--- config.mk ---
export PLATFORM = sky130hd
export DESIGN_NAME = parity_frame_tx
export DESIGN_NICKNAME = d
export VERILOG_FILES = /design/src/rtl/parity_frame_tx.sv
export SDC_FILE = /design/constraint.sdc
export NUM_CORES = 1
export LEC_CHECK = 0
export CAP_MARGIN = 0
export CORE_MARGIN = 4
export CORE_UTILIZATION = 55
export DETAILED_ROUTE_END_ITERATION = 8
export PLACE_DENSITY = 0.76
export SYNTH_ARGS = -nofsm -noshare
export SYNTH_HDL_FRONTEND = slang
export SYNTH_SLANG_ARGS = --single-unit
--- constraint.sdc ---
create_clock -name clk -period 4.9 [get_ports clk]
set_input_delay 0.49 -clock clk [delete_from_list [all_inputs] [get_ports clk]]
set_output_delay 0.49 -clock clk [all_outputs]
set_load 0.05 [all_outputs]
--- src/rtl/parity_frame_tx.sv ---
// Serializes a byte as an 11-bit frame: start, 8 data bits LSB-first, parity, stop.
// It also flags when the upstream parity bit disagrees with the even parity of the byte.
module parity_frame_tx #(
    parameter int CLKS_PER_BIT = 4,
    parameter bit ODD_PARITY   = 1'b0
) (
    input  logic       clk,
    input  logic       rst,
    input  logic [7:0] data_in,
    input  logic       parity_in,
    input  logic       in_valid,
    output logic       in_ready,
    output logic       tx,
    output logic       busy,
    output logic       frame_done,
    output logic       parity_mismatch
);

    typedef enum logic [2:0] {IDLE, START, DATA, PAR, STOP} state_t;

    localparam logic [15:0] CNT_LAST = 16'(CLKS_PER_BIT - 1);

    state_t      state_q, state_d;
    logic [15:0] cnt_q, cnt_d;
    logic [2:0]  idx_q, idx_d;
    logic [7:0]  data_q, data_d;
    logic        par_q, par_d;
    logic        tx_d, rdy_d, busy_d, done_d, mis_d;
    logic        bit_end;

    assign bit_end = (cnt_q == CNT_LAST);

    always_ff @(posedge clk) begin
        if (rst) begin
            state_q         <= IDLE;
            cnt_q           <= '0;
            idx_q           <= '0;
            data_q          <= '0;
            par_q           <= 1'b0;
            tx              <= 1'b1;
            in_ready        <= 1'b1;
            busy            <= 1'b0;
            frame_done      <= 1'b0;
            parity_mismatch <= 1'b0;
        end else begin
            state_q         <= state_d;
            cnt_q           <= cnt_d;
            idx_q           <= idx_d;
            data_q          <= data_d;
            par_q           <= par_d;
            tx              <= tx_d;
            in_ready        <= rdy_d;
            busy            <= busy_d;
            frame_done      <= done_d;
            parity_mismatch <= mis_d;
        end
    end

    always_comb begin
        state_d = state_q;
        cnt_d   = cnt_q;
        idx_d   = idx_q;
        data_d  = data_q;
        par_d   = par_q;
        tx_d    = tx;
        rdy_d   = in_ready;
        busy_d  = busy;
        done_d  = 1'b0;
        mis_d   = 1'b0;

        // Every non-idle state lasts exactly one bit time.
        if (state_q != IDLE)
            cnt_d = bit_end ? 16'd0 : cnt_q + 16'd1;

        case (state_q)
            IDLE: begin
                if (in_valid && in_ready) begin
                    data_d  = data_in;
                    par_d   = (^data_in) ^ ODD_PARITY;
                    // The cross-check always uses even parity, whatever parity the line carries.
                    mis_d   = (parity_in != (^data_in));
                    tx_d    = 1'b0;
                    rdy_d   = 1'b0;
                    busy_d  = 1'b1;
                    cnt_d   = 16'd0;
                    idx_d   = 3'd0;
                    state_d = START;
                end
            end
            START: begin
                if (bit_end) begin
                    tx_d    = data_q[0];
                    idx_d   = 3'd0;
                    state_d = DATA;
                end
            end
            DATA: begin
                if (bit_end) begin
                    if (idx_q == 3'd7) begin
                        tx_d    = par_q;
                        state_d = PAR;
                    end else begin
                        idx_d = idx_q + 3'd1;
                        tx_d  = data_q[idx_q + 3'd1];
                    end
                end
            end
            PAR: begin
                if (bit_end) begin
                    tx_d    = 1'b1;
                    state_d = STOP;
                end
            end
            STOP: begin
                if (bit_end) begin
                    rdy_d   = 1'b1;
                    busy_d  = 1'b0;
                    done_d  = 1'b1;
                    state_d = IDLE;
                end
            end
            default: begin
                tx_d    = 1'b1;
                rdy_d   = 1'b1;
                busy_d  = 1'b0;
                state_d = IDLE;
            end
        endcase
    end

endmodule

==> impl_summary.md <==
Outcome
The flow ran to the end, and the final reports show no timing, DRC or antenna violations.

Timing
The final count of hold timing violations was 0. Between clock sinks in the finished design, the worst skew comes to 0.00513 ns. Adding up every negative setup slack in the final design gives 0 ns.

The final setup violation count is 0. The final period demand of the worst path is 2.37 ns. At the pin with the least slew margin, the transition time is 1.08 ns. The number of max-slew violations in the final report is 0. Setup repair after global routing left no endpoint under its margin. The ratio of final minimum period to clock period is 48.4%. The maximum clock rate is 422 MHz. Once routing completed, OpenROAD measured the worst setup slack at 2.53 ns. Headroom to the max-slew limit came out at 27.8%.

Global route
The first global-routing pass estimated 6410 um of wire. The initial antenna violation count came to 0. The global route total overflow is 0. Entering global routing, the biggest net connects 30 pins. Across every metal layer, demand over resource in global routing totals 18.9%. The number of global-route vias before repair is 1,394.

Layout
The number of antenna diodes in the final layout is 0. The synthesis-to-finish area growth is 10.6%. The share of post-route cells with drive strength above 1 is 7.05%. Fill cells in the final layout number 314. The final-stage net count is 256.

Route
The number of iterations in the first detailed-routing pass is 4. The met3 wire length is 240 um. The wire length on met2 is 1700 um. In this run the remaining antenna-violating nets after routing total 0.

The detailed router put a total of 2010 um of wire on met1. After detailed routing, the number of remaining DRC violations is 0. Dividing the detail-routed wire length by the instance count gives 14.0 um. After detailed routing, no signal wire sits above met4.

The wire length reported by the detailed router is 4010 um. The average vias per placed instance is 5.79. Summing over every cut layer, the via total after detailed routing is 1,662. For this block, the initial DRC count from the detailed router was 212.

Clock tree
The clock net in this run drives a total of 36 sinks. The CTS clock-pin slew for the worst setup and hold paths is 0.10 ns. In this run the number of H-tree levels came out at 2. The clock root buffer is clkbuf_4. The deepest clock path buffer count is 2.

The number of buffers created by CTS is 5. The buffer count from post-CTS setup fixing is 0. TritonCTS built the clock tree. The number of buffers added to fix hold violations after cts is 0. The number of gates given a new drive strength after cts is 0. At the later pin of the worst-skew pair, clock insertion delay measures 0.35 ns.

Die
From left edge to right edge, the die measures 67.1 um. The floorplan step defined a core boundary enclosing 3360 um^2. The vertical extent of the die is 67.1 um. Once the floorplan was initialized, standard cells occupied 57.1% of the core. In this run the count of I/O pins placed on the die edge is 17. The die covers 4500 um^2. The number of core rows is 21.

Yosys
Synthesis instantiated 47 different standard cells from the library. A synthesized cell averages 8.38 um^2. The adder and majority gate portion of the synthesized area is 1.96%. Summing the areas of all xor and xnor instances in the mapped netlist gives 4.11% of the synthesized area. The cell area after synthesis is 1920 um^2. The total of flip-flops plus latches after synthesis is 36. The number of flops mapped to enable cells by yosys is 0. The count of synthesis-stage warnings from yosys is 0. The post-synthesis net count is 244. The synthesized instance count is 229.

The post-synthesis async set-or-reset flop share is 0%. The compound-gate portion of the synthesized area is 18.4%. The multiplexer area fraction after synthesis is 3.72%. The combinational family with the most area after synthesis is simple AND/OR/NAND/NOR gates. The simple-gate portion of the synthesized area is 29.1%.

The flip-flop cell with the highest count after synthesis is dfxtp_1. The sequential cell area fraction in the yosys report is 37.5%.

Power
The internal power component is 0.431 mW. The worst vdd rail ir drop is 0.145 mV. After layout, the design draws a total of 0.603 mW. Combinational cells account for 17.9% of the total power. Power spread over the standard cell area amounts to 284 nW/um^2. The proportion of power drawn by flip-flops and latches is 52.1%. Of the total power, the share spent switching nets is 28.5%. The net load switching power is 0.172 mW. The leakage component of the power is 0.751 nW. Per report_power, the clock group accounts for 30.0% of the total.

Critical path
The critical path is of the in2reg type. Traced cell by cell, the critical path runs through clkdlybuf4s50_1 > nor2_1 > nand2_1 > or3_1 > o21ai_0. In this design, the stage delay of the slowest critical-path cell is 0.96 ns. The kind of capture point of the worst setup path is a flop. The slowest stage of the critical path is the clkdlybuf4s50_1 cell. The worst-path maximum fanout is 29. The kind of launch point of the worst setup path is an input pin.

Data on the critical path arrives at its endpoint at 2.64 ns. The data required time of the worst path is 5.18 ns.

Place
Detailed placement finished with a half-perimeter wire length of 2810 um. OpenSTA, run right after detailed placement, puts the worst setup slack at 2.26 ns. Buffers placed on the I/O ports in this run total 16. The routability-driven placement congestion ratio is 0.779.

Worst hold path
The tightest min-delay check is of the reg2reg type.

Run
The number of maximum-capacitance constraint violations is 0.
==> final timing paths <==
path,start,endpoint,slack (ns),cells after the start
min,data_q[5],data_q[5],0.46,2
min reg2reg,data_q[5],data_q[5],0.46,2
max reg2reg,cnt_q[0],cnt_q[11],2.91,6
max,rst,cnt_q[13],2.53,5
==> registers in the layout, indices dropped and copies added, names as in the netlist <==
| name | count |
|---|---|
| cnt_q | 16 |
| tx | 1 |
| data_q | 8 |
| parity_mismatch | 1 |
| frame_done | 1 |
| in_ready | 1 |
| busy | 1 |
| state_q | 3 |
| par_q | 1 |
| idx_q | 3 |
==> power by group through the flow <==
| stage | registers (mW) | logic (mW) | clock network (mW) |
|---|---|---|---|
| 6_report | 0.314 | 0.108 | 0.181 |
| 5_1_grt | 0.316 | 0.115 | 0.196 |
| 4_1_cts | 0.314 | 0.108 | 0.185 |
| 3_5_place_dp | 0.321 | 0.107 | 0 |
| 3_3_place_gp | 0.321 | 0.106 | 0 |
| 2_1_floorplan | 0.331 | 0.0674 | 0 |
==> per-layer routing <==
layer  up-vias  track usage (%)
met5         -                0
met4         0             7.09
met3         6             5.56
met2        47             27.2
met1       757             26.3
li1        852                -
==> final cells by class <==
class                           instances  area, um^2  share of cell area, %
Clock buffer                            7        65.1                   3.07
Inverter                                5        18.8                  0.884
Multi-Input combinational cell        177        1100                   51.8
Sequential cell                        36         721                   34.0
Tap cell                               46        57.6                   2.71
Timing Repair Buffer                   16         160                   7.55
==> worst max-delay path: cells and delay by family <==
family,cells,cell delay [ns]
AO/OA/AOI/OAI,1,0.07
AND/OR/NAND/NOR,3,1.11
buffers and inverters,1,0.96
==> cell usage after synthesis, types with 2 or more instances <==
master	n	area share, %
a21o_1	3	1.2
a21oi_1	21	5.5
a311oi_1	2	0.91
a31oi_1	9	2.9
and3_1	6	2.0
buf_2	2	0.52
buf_6	3	1.8
clkbuf_1	4	0.78
dfxtp_1	36	38
ha_1	3	2.0
inv_1	5	0.98
mux2i_1	6	3.1
nand2_1	32	6.3
nand2b_1	6	2.0
nand3_1	10	2.6
nand3b_1	2	0.78
nand4_1	4	1.3
nor2_1	16	3.1
nor2b_1	2	0.65
nor3_1	8	2.1
nor3_4	2	1.7
nor4_1	4	1.3
o21a_1	2	0.78
o21ai_0	7	1.8
o21ai_1	2	0.52
or3_1	4	1.3
xnor2_1	8	3.7
==> through the flow <==
stage	instances	hold slack [ns]	utilization, %	instance area [um^2]
final	287	0.460	63.1	2120
after global routing	287	0.486	63.1	2120
after CTS	287	0.463	63.1	2120
after detailed placement	280	0.447	61.2	2060
after global placement	280	0.442	61.2	2060
after floorplan	229	0.432	-	1920
==> kinds of logic (layout without fill, tap and decap cells) <==
| logic type | Yosys count | count (layout) |
|---|---|---|
| muxes | 7 | 7 |
| and+or+nand+nor | 103 | 103 |
| adders and majority gates | 3 | 3 |
| DFF | 36 | 36 |
| buffers and inverters | 16 | 28 |
| xor gates and xnor gates | 9 | 9 |
| AOI/OAI and AO/OA | 55 | 55 |
==> placed cells by master (no fill, tap or decap), types with 3 or more instances in the layout <==
cell type / Yosys / final
nand3_1: 10 / 10
inv_1: 5 / 5
o21ai_0: 7 / 7
nand2b_1: 6 / 6
a21o_1: 3 / 3
or3_1: 4 / 4
nor3_1: 8 / 8
nor2_1: 16 / 16
nand2_1: 32 / 32
a31oi_1: 9 / 9
nand4_1: 4 / 4
ha_1: 3 / 3
nor4_1: 4 / 4
dfxtp_1: 36 / 36
mux2i_1: 6 / 6
xnor2_1: 8 / 8
clkdlybuf4s50_1: 0 / 16
clkbuf_4: 0 / 5
a21oi_1: 21 / 21
and3_1: 6 / 6
Note: power is estimated with default switching activity, not from simulation.
